===== src/rtl/i2c_arb_pkg.sv =====
// i2c_arb_pkg: shared types and defaults for the I2C bus arbiter.
// Holds the arbiter state encoding and the default WAIT watchdog limit.
package i2c_arb_pkg;

  typedef enum logic [1:0] {
    IDLE,
    ISSUE,
    WAIT,
    HOLD
  } arb_state_e;

  localparam logic [15:0] TIMEOUT_DFLT = 16'd50000;

endpackage


===== src/rtl/rr_priority_picker.sv =====
// rr_priority_picker: combinational round-robin winner select.
// Ports: pend (pending bits), ptr (search start) -> any, win_idx.
module rr_priority_picker #(
  parameter int NUM_REQ = 4
) (
  input  logic [NUM_REQ-1:0]         pend,
  input  logic [$clog2(NUM_REQ)-1:0] ptr,
  output logic                       any,
  output logic [$clog2(NUM_REQ)-1:0] win_idx
);

  localparam int IW = $clog2(NUM_REQ);
  localparam logic [IW:0] NR = (IW+1)'(NUM_REQ);

  logic [NUM_REQ-1:0] rot;
  logic [IW-1:0]      off;
  logic [IW:0]        sum;

  // Rotate so ptr lands at bit 0, take the lowest set bit,
  // then map the offset back to an absolute index.
  always_comb begin
    rot = NUM_REQ'({pend, pend} >> ptr);
    off = '0;
    for (int i = NUM_REQ - 1; i >= 0; i--) begin
      if (rot[i]) off = IW'(i);
    end
    sum = {1'b0, ptr} + {1'b0, off};
    if (sum >= NR) sum = sum - NR;
    win_idx = sum[IW-1:0];
    any = |pend;
  end

endmodule


===== src/rtl/i2c_bus_arbiter.sv =====
// i2c_bus_arbiter: shares one I2C_Interface between NUM_REQ requesters,
// round-robin, one byte transaction at a time, with bus lock and watchdog.
// Requester side: req/req_we/req_addr/req_wdata/lock in; gnt/done/err,
//   rdata, wsuccess, busy out.
// I2C side: i2c_start/re/we/address/we_data out; re_data/we_success/done in.
module i2c_bus_arbiter
  import i2c_arb_pkg::*;
#(
  parameter int          NUM_REQ = 4,
  parameter logic [15:0] TIMEOUT = TIMEOUT_DFLT
) (
  input  logic                    clock,
  input  logic                    reset,
  input  logic [NUM_REQ-1:0]      req,
  input  logic [NUM_REQ-1:0]      req_we,
  input  logic [NUM_REQ-1:0][7:0] req_addr,
  input  logic [NUM_REQ-1:0][7:0] req_wdata,
  input  logic [NUM_REQ-1:0]      lock,
  output logic [NUM_REQ-1:0]      gnt,
  output logic [NUM_REQ-1:0]      done,
  output logic [NUM_REQ-1:0]      err,
  output logic [7:0]              rdata,
  output logic                    wsuccess,
  output logic                    busy,
  output logic                    i2c_start,
  output logic                    i2c_re,
  output logic                    i2c_we,
  output logic [7:0]              i2c_address,
  output logic [7:0]              i2c_we_data,
  input  logic [7:0]              i2c_re_data,
  input  logic                    i2c_we_success,
  input  logic                    i2c_done
);

  localparam int IW = $clog2(NUM_REQ);
  localparam logic [NUM_REQ-1:0] ONE = NUM_REQ'(1);

  arb_state_e         state, state_n;
  logic [NUM_REQ-1:0] pend, pend_n;
  logic [IW-1:0]      ptr, ptr_n;
  logic [IW-1:0]      idx, idx_n;
  logic               we_l, we_n;
  logic [7:0]         addr_l, addr_n;
  logic [7:0]         wdata_l, wdata_n;
  logic [15:0]        timer, timer_n;
  logic [NUM_REQ-1:0] done_n, err_n;
  logic [7:0]         rdata_n;
  logic               ws_n;
  logic               any, load, arb;
  logic [IW-1:0]      win;
  logic [NUM_REQ-1:0] inflight, taken;

  rr_priority_picker #(
    .NUM_REQ(NUM_REQ)
  ) u_pick (
    .pend   (pend),
    .ptr    (ptr),
    .any    (any),
    .win_idx(win)
  );

  always_comb begin
    state_n = state;
    ptr_n   = ptr;
    idx_n   = idx;
    we_n    = we_l;
    addr_n  = addr_l;
    wdata_n = wdata_l;
    timer_n = timer;
    done_n  = '0;
    err_n   = '0;
    rdata_n = rdata;
    ws_n    = wsuccess;
    load    = 1'b0;
    arb     = 1'b0;
    unique case (state)
      IDLE: begin
        if (any) begin
          arb     = 1'b1;
          load    = 1'b1;
          idx_n   = win;
          ptr_n   = (win == IW'(NUM_REQ - 1)) ? '0 : win + 1'b1;
          state_n = ISSUE;
        end
      end
      ISSUE: begin
        timer_n = '0;
        state_n = WAIT;
      end
      WAIT: begin
        if (i2c_done) begin
          done_n[idx] = 1'b1;
          if (!we_l) rdata_n = i2c_re_data;
          ws_n    = i2c_we_success;
          state_n = lock[idx] ? HOLD : IDLE;
        end else if (timer == TIMEOUT - 16'd1) begin
          done_n[idx] = 1'b1;
          err_n[idx]  = 1'b1;
          state_n     = IDLE;
        end else if (timer != 16'hFFFF) begin
          timer_n = timer + 16'd1;
        end
      end
      HOLD: begin
        // A fresh request beats a falling lock in the same cycle.
        if (req[idx]) begin
          load    = 1'b1;
          state_n = ISSUE;
        end else if (!lock[idx]) begin
          state_n = IDLE;
        end
      end
    endcase
    if (load) begin
      we_n    = req_we[idx_n];
      addr_n  = req_addr[idx_n];
      wdata_n = req_wdata[idx_n];
    end
  end

  // One outstanding transaction per requester: requests from the
  // owner or from the index being latched this cycle are dropped.
  always_comb begin
    inflight = (state != IDLE) ? (ONE << idx) : '0;
    taken    = arb ? (ONE << win) : '0;
    pend_n   = (pend | (req & ~inflight)) & ~taken;
  end

  always_ff @(posedge clock or posedge reset) begin
    if (reset) begin
      state    <= IDLE;
      pend     <= '0;
      ptr      <= '0;
      idx      <= '0;
      we_l     <= 1'b0;
      addr_l   <= '0;
      wdata_l  <= '0;
      timer    <= '0;
      done     <= '0;
      err      <= '0;
      rdata    <= '0;
      wsuccess <= 1'b0;
    end else begin
      state    <= state_n;
      pend     <= pend_n;
      ptr      <= ptr_n;
      idx      <= idx_n;
      we_l     <= we_n;
      addr_l   <= addr_n;
      wdata_l  <= wdata_n;
      timer    <= timer_n;
      done     <= done_n;
      err      <= err_n;
      rdata    <= rdata_n;
      wsuccess <= ws_n;
    end
  end

  always_comb begin
    busy        = (state != IDLE);
    gnt         = busy ? (ONE << idx) : '0;
    i2c_start   = (state == ISSUE);
    i2c_re      = ((state == ISSUE) || (state == WAIT)) && !we_l;
    i2c_we      = ((state == ISSUE) || (state == WAIT)) && we_l;
    i2c_address = addr_l;
    i2c_we_data = wdata_l;
  end

endmodule

===== config.mk =====
export PLATFORM = sky130hd
export DESIGN_NAME = i2c_bus_arbiter
export DESIGN_NICKNAME = d
export VERILOG_FILES = /design/src/rtl/i2c_arb_pkg.sv /design/src/rtl/rr_priority_picker.sv /design/src/rtl/i2c_bus_arbiter.sv
export SDC_FILE = /design/constraint.sdc
export NUM_CORES = 1
export LEC_CHECK = 0
export CAP_MARGIN = 5
export CORE_UTILIZATION = 49
export DETAILED_ROUTE_END_ITERATION = 16
export PLACE_DENSITY = 0.87
export SLEW_MARGIN = 5
export SYNTH_ARGS = -nofsm -noshare
export SYNTH_HDL_FRONTEND = slang
export SYNTH_SLANG_ARGS = --single-unit

===== constraint.sdc =====
create_clock -name clock -period 8 [get_ports clock]
set_input_delay 1.2 -clock clock [delete_from_list [all_inputs] [get_ports clock]]
set_output_delay 1.2 -clock clock [all_outputs]
set_load 0.03 [all_outputs]

==> results.json, run 1 <==
{
  "post-place-cells": 552,
  "remaining_drc_errors": 0,
  "path_buf_inv": 2,
  "worstSetupEndpointType": "output pin",
  "power.share.combinational_pct": 60.9,
  "pre_cts_slack_ns": 4.49,
  "synth.largest_area_cell": "sky130_fd_sc_hd__dfrtp_1",
  "mostFrequentLayoutCells": "sky130_fd_sc_hd__clkdlybuf4s50_1, sky130_fd_sc_hd__dfrtp_1, sky130_fd_sc_hd__nor2_1",
  "cts-buffers-inserted": 9,
  "first_pass_iters": 4,
  "hp-class": "register to register",
  "dominantRegCellSynth": "sky130_fd_sc_hd__dfrtp_1",
  "start_util_pct": 51.7,
  "drive_gt1_share_pct": 8.47,
  "hold_slack_ns": 0.507,
  "max_freq_mhz": 292,
  "vdd_ir_drop_max_uv": 301,
  "asyncSetResetFlopFracSynth_pct": 100,
  "die-area_um2": 7630,
  "power.share.sequential_pct": 24.6,
  "drt_wl_total_mm": 8.66,
  "run_status": "complete, no violations",
  "power.leakage_nw": 2.13,
  "finish.cell_count_without_fillers": 568,
  "design.core.area_um2": 6910,
  "synth.net_count": 448,
  "worstMarginPinSlew_ns": 0.886,
  "globalplace.congestion": 0.833,
  "cts.sink_count": 60,
  "synth_top_cell_area_share_pct": 42.0,
  "netlist-cell-type-count": 54,
  "global_route_wire_length_before_repair_mm": 14.4,
  "synth_edf_count": 0,
  "cp_cell_sequence": "inv_1 -> ha_1 -> nor3_1 -> clkdlybuf4s50_1",
  "fin_total_pwr_mw": 2.04,
  "kind_of_cell_adding_the_most_delay_to_the_critical_path": "buffers and inverters",
  "max_cap_viol_count": 0,
  "ioPinCount": 129,
  "finalSetupTns_ns": 0,
  "number_of_diodes": 0,
  "timing.slew.headroom_pct": 40.9,
  "synth.top_cells.by_area": "sky130_fd_sc_hd__dfrtp_1, sky130_fd_sc_hd__mux2i_1, sky130_fd_sc_hd__a221o_1, sky130_fd_sc_hd__nor2_1, sky130_fd_sc_hd__mux2_2",
  "post_cts_resize_count": 0,
  "regToRegEndpoint": "i2c_we_data[0]",
  "post_synthesis_cell_area_um2": 3570,
  "hold_crit_endpoint": "rdata[3]",
  "regToRegStartpoint": "ptr[0]",
  "worstHoldStart": "rdata[3]",
  "seq_cells_post_synth": 60,
  "setup-violations-final": 0,
  "min_period_ns": 3.43,
  "part_of_the_total_power_dissipated_in_the_clock_network_pct": 14.5,
  "grt_overflow_total": 0,
  "p_int_mw": 1.12,
  "average_cell_area_after_synthesis_um2": 10.1,
  "dieHeight_um": 87.4,
  "postRouteAntennaNets": 0,
  "cts_hold_buffers": 0,
  "grt_pass1_vias": 3093,
  "htreeDepth": 3,
  "buffer_ports.inserted": 128,
  "grt_setup_unrepaired": "false",
  "slowest_stage": "sky130_fd_sc_hd__clkdlybuf4s50_1",
  "yosys_warnings": 0,
  "routed_via_density": 5.54,
  "layout.cells.most_common": "sky130_fd_sc_hd__clkdlybuf4s50_1",
  "portion_of_the_post_synthesis_area_used_by_sequential_elements_pct": 42.0,
  "startpoint_type": "register",
  "finalWorstSetupSlack_ns": 4.57,
  "rr_worst_depth": 9,
  "global_route.usage.total_pct": 25.0,
  "cts_root_buffer": "sky130_fd_sc_hd__clkbuf_8",
  "final-hold-violation-count": 0,
  "placement_rows": 30,
  "final.period_utilization_pct": 42.8,
  "area.growth.synth_to_final_pct": 41.3,
  "slew_viol_final": 0,
  "antenna_violations_before_repair": 0,
  "post_drt_wl_per_cell_um": 15.2,
  "crit_fanout": 9,
  "num_vias": 3144,
  "clk-insertion-delay-late_ns": 0.34,
  "power.density_cell_area_nw_per_um2": 404,
  "critPathArrivalTime_ns": 2.23,
  "die_w_um": 87.4,
  "setup.reg_to_reg.worst_slack_ns": 4.88,
  "cts_setup_buffers": 0,
  "initialDrtViolationCount": 165,
  "grt_max_degree": 61,
  "clock_tree_from_tritoncts": "yes",
  "timing.clock.skew_ns": 0.00770,
  "swShare_pct": 45.0,
  "path_class": "register to output pin",
  "power.net_switching_mw": 0.918,
  "min_delay_path_depth": 1,
  "cp_data_required_time_ns": 6.80,
  "final_nets": 563,
  "worst_setup_hold_path_clk_slew_ns": 0.07,
  "postSynthCellCount": 352,
  "cp_slowest_stage_delay_ns": 0.75,
  "clockBufferDepth": 2,
  "hpwlAfterDp_mm": 6.48
}
## worst max-delay path by stage
stage             start              to  slack (ns)  cells after the start
2_1_floorplan    req[3]  i2c_we_data[7]        5.23                      7
3_3_place_gp     req[3]  i2c_we_data[2]        4.60                      6
3_5_place_dp     req[2]  i2c_we_data[0]        4.49                      6
4_1_cts        state[0]          gnt[0]        4.58                      4
5_1_grt        state[0]          gnt[0]        4.50                      4
6_report       state[0]          gnt[0]        4.57                      4
## state kept, by name (all words and copies together) (netlist names), named ones only
name / flops
done: 4
err: 4
i2c_address: 8
i2c_we_data: 8
idx: 1
pend: 4
ptr: 2
rdata: 8
state: 2
timer: 16
we_l: 1
wsuccess: 1
## area by class of cell
| cell class | count | area [um^2] |
|---|---|---|
| well taps | 96 | 120 |
| inverters | 13 | 48.8 |
| clock buffers | 11 | 141 |
| fillers | 506 | 1860 |
| repair buffers | 130 | 1300 |
| flip-flops and latches | 60 | 1500 |
| clock inverters | 5 | 75.1 |
| multi-input cells | 253 | 1860 |
## synth_stat cells (all sizes together), types with 2 or more instances
cell / instances
and4: 2
and3: 3
nand2: 20
mux2: 11
a221o: 17
o21ai: 9
nand4: 4
nand2b: 2
clkbuf: 15
ha: 8
nor2b: 6
or4: 4
a22oi: 2
buf: 11
a21oi: 9
or2: 3
nor3: 23
o221ai: 3
nand3: 6
a21o: 2
mux4: 2
a211oi: 5
mux2i: 36
o31ai: 7
nor2: 39
nand3b: 4
xnor2: 7
dfrtp: 60
o21bai: 2
inv: 13
nor4b: 2
## worst register-to-register path: stages (launching register included)
cell                       delay, ns
sky130_fd_sc_hd__dfrtp_1        0.50
sky130_fd_sc_hd__nor2b_1        0.20
sky130_fd_sc_hd__a221oi_1       0.28
sky130_fd_sc_hd__o21ai_0        0.14
sky130_fd_sc_hd__ha_1           0.22
sky130_fd_sc_hd__xnor2_1        0.32
sky130_fd_sc_hd__nand2_1        0.15
sky130_fd_sc_hd__o221ai_4       0.69
sky130_fd_sc_hd__nor3_1         0.18
sky130_fd_sc_hd__a221o_1        0.30
## per-stage QoR
stage                     instance area (um^2)  util (%)
after floorplan                           3570         -
after global placement                    4830      69.9
after detailed placement                  4830      69.9
after CTS                                 5050      73.1
after global routing                      5050      73.1
final                                     5050      73.1
## cell families (layout without fill, tap and decap cells)
group                      after synthesis  in the layout  share of synthesized area [%]
and+or+nand+nor                        124            124                           17.3
xor gates and xnor gates                 7              7                           1.72
adders and majority gates                8              8                           2.80
buffers and inverters                   39            159                           6.10
muxes                                   49             49                           14.8
AOI/OAI and AO/OA                       65             65                           15.2
DFF                                     60             60                           42.0
## metal layers
layer / share of wire [%] / GRT usage [%] / vias up
met4: 2.1 / 12.1 / 0
met3: 7.1 / 6.64 / 14
met1: 41 / 30.8 / 1477
li1: - / - / 1522
met5: 0 / 0 / -
met2: 50 / 40.6 / 131
## power groups by stage
stage / Combinational (mW) / Sequential, mW / Clock [mW]
4_1_cts: 1.25 / 0.499 / 0.304
5_1_grt: 1.35 / 0.514 / 0.314
3_3_place_gp: 1.20 / 0.497 / 0
3_5_place_dp: 1.25 / 0.501 / 0
2_1_floorplan: 0.872 / 0.584 / 0
6_report: 1.24 / 0.501 / 0.296
No activity file was read; power rests on OpenSTA's default activity.
==> run 2: changes to the inputs <==
Settings changed: CORE_UTILIZATION 49 to 45, PLACE_DENSITY 0.87 to 0.81.
Clock period 8 ns to 3.19 ns, I/O delays scaled along.
==> run 2 against run 1 <==
- critical endpoint is now i2c_we_data[0]
- register-to-register slack got worse by 4.6 ns
- largest power group unchanged
- utilization fell by 7.0 points
- setup slack got worse by 4.3 ns
- largest cell class unchanged
==> results.json, run 2 (synthesis gave the netlist of run 1 again) <==
{
  "run_status": "complete, no violations",
  "final-hold-violation-count": 0,
  "antenna_violations_before_repair": 0,
  "clk-insertion-delay-late_ns": 0.34,
  "first_pass_iters": 5,
  "initialDrtViolationCount": 187,
  "power.share.combinational_pct": 63.1,
  "hp-class": "register to register",
  "remaining_drc_errors": 0,
  "globalplace.congestion": 0.838,
  "layout.cells.most_common": "sky130_fd_sc_hd__clkdlybuf4s50_1",
  "cp_data_required_time_ns": 3.46,
  "critPathArrivalTime_ns": 3.17,
  "grt_max_degree": 61,
  "start_util_pct": 46.5,
  "power.share.sequential_pct": 24.4,
  "hpwlAfterDp_mm": 6.68,
  "p_int_mw": 2.81,
  "post_drt_wl_per_cell_um": 16.2,
  "slew_viol_final": 0,
  "drive_gt1_share_pct": 9.24,
  "startpoint_type": "register",
  "grt_overflow_total": 0,
  "worstMarginPinSlew_ns": 0.866,
  "path_class": "register to register",
  "worstSetupEndpointType": "register",
  "clock_tree_from_tritoncts": "yes",
  "crit_fanout": 17,
  "cts_hold_buffers": 0,
  "buffer_ports.inserted": 128,
  "design.core.area_um2": 7690,
  "power.leakage_nw": 2.14,
  "global_route.usage.total_pct": 23.1,
  "largest_register_ffs": 16,
  "mostFrequentLayoutCells": "sky130_fd_sc_hd__clkdlybuf4s50_1, sky130_fd_sc_hd__dfrtp_1, sky130_fd_sc_hd__nor2_1",
  "die-area_um2": 8300,
  "area.growth.synth_to_final_pct": 42.4,
  "num_vias": 3225,
  "cts-buffers-inserted": 9,
  "final.period_utilization_pct": 90.9,
  "routed_via_density": 5.58,
  "worst_setup_hold_path_clk_slew_ns": 0.07,
  "slowest_stage": "sky130_fd_sc_hd__o221ai_2",
  "power.density_cell_area_nw_per_um2": 1020,
  "post_cts_resize_count": 0,
  "postRouteAntennaNets": 0,
  "timing.clock.skew_ns": 0.00540,
  "max_freq_mhz": 345,
  "htreeDepth": 3,
  "min_period_ns": 2.90,
  "power.net_switching_mw": 2.38,
  "top_register": "timer",
  "placement_rows": 32,
  "vdd_ir_drop_max_uv": 783,
  "swShare_pct": 45.9,
  "max_cap_viol_count": 0,
  "final_nets": 568,
  "filler_cell_count": 610,
  "grt_pass1_vias": 3118,
  "ioPinCount": 129,
  "cts.sink_count": 60,
  "part_of_the_total_power_dissipated_in_the_clock_network_pct": 12.5,
  "clockBufferDepth": 2,
  "drt_wl_total_mm": 9.35,
  "dieHeight_um": 91.1,
  "finalSetupTns_ns": 0,
  "cts_root_buffer": "sky130_fd_sc_hd__clkbuf_8",
  "fin_total_pwr_mw": 5.18,
  "number_of_diodes": 0,
  "cp_cell_sequence": "nor2b_1 -> a221oi_1 -> o21ai_0 -> ha_1 -> xnor2_1 -> nand2_1 -> o221ai_2 -> a221o_1",
  "cp_slowest_stage_delay_ns": 0.73,
  "timing.slew.headroom_pct": 42.2,
  "die_w_um": 91.1,
  "global_route_wire_length_before_repair_mm": 15.0,
  "grt_setup_unrepaired": "false",
  "setup-violations-final": 0
}
[run 2: changes by cell type in the layout (fill, tap and decap cells not counted)]
cell / before / now
sky130_fd_sc_hd__clkinv_2: 3 / 1
sky130_fd_sc_hd__buf_4: 2 / 5
sky130_fd_sc_hd__bufinv_16: 2 / 0
sky130_fd_sc_hd__clkbuf_8: 10 / 13
sky130_fd_sc_hd__buf_12: 0 / 1
sky130_fd_sc_hd__o221ai_2: 0 / 1
[run 2: final cells by class]
| type | instances | area (um^2) | share of cell area (%) |
|---|---|---|---|
| inverter | 13 | 48.8 | 0.960 |
| multi-input combinational | 254 | 1880 | 37.0 |
| clock inverter | 1 | 5.00 | 0.0984 |
| timing repair buffer | 134 | 1340 | 26.3 |
| clock buffer | 14 | 183 | 3.59 |
| sequential | 60 | 1500 | 29.5 |
| tap | 102 | 128 | 2.51 |
[run 2: critical path: cells and delay by family (launching register included)]
kind,cells,cell delay [ns]
compound gates,4,1.43
flops,1,0.49
xor+xnor,1,0.28
fa+ha+maj,1,0.20
simple gates,2,0.41
[run 2: per-stage QoR]
step	hold WS, ns	util (%)	instance area [um^2]	cells	worst slack, ns
global placement	0.487	63.5	4880	562	0.355
detailed placement	0.494	63.5	4880	562	0.213
finish	0.505	66.1	5080	578	0.290
global route	0.526	66.1	5080	578	0.0848
CTS	0.507	65.9	5070	577	0.186
floorplan	0.500	-	3570	352	0.670
[run 2: timing repair]
| item | CTS | global route |
|---|---|---|
| endpoints found under the setup margin | 0 | 17 |
| buffers inserted | 0 | 0 |
| hold endpoints to repair | 0 | 0 |
[run 2: power by group through the flow]
stage               logic (mW)  clock network (mW)  registers, mW
finish                    3.27               0.649           1.26
global route              3.53               0.686           1.30
CTS                       3.23               0.663           1.25
detailed placement        3.23                   0           1.26
global placement          3.14                   0           1.25
floorplan                 2.19                   0           1.47
[run 2: layer usage]
layer	global-route usage (%)	share of wire [%]	wire (um)	up-vias
li1	-	-	-	1537
met1	28.3	40	3740	1505
met2	38.1	48	4510	167
met3	6.28	9.6	901	16
met4	10.6	2.1	197	0
met5	0	0	0	-
[run 2: final timing paths]
kind                               start        endpoint  slack (ns)  cells past startpoint
worst max-delay path              ptr[0]  i2c_we_data[0]        0.29                      8
worst min-delay path            rdata[1]        rdata[1]        0.51                      1
worst max register to register    ptr[0]  i2c_we_data[0]        0.29                      8
worst min register to register  rdata[1]        rdata[1]        0.51                      1
max in group asynchronous          reset  i2c_address[2]        1.98                      3
min in group asynchronous          reset        rdata[3]        0.66                      3
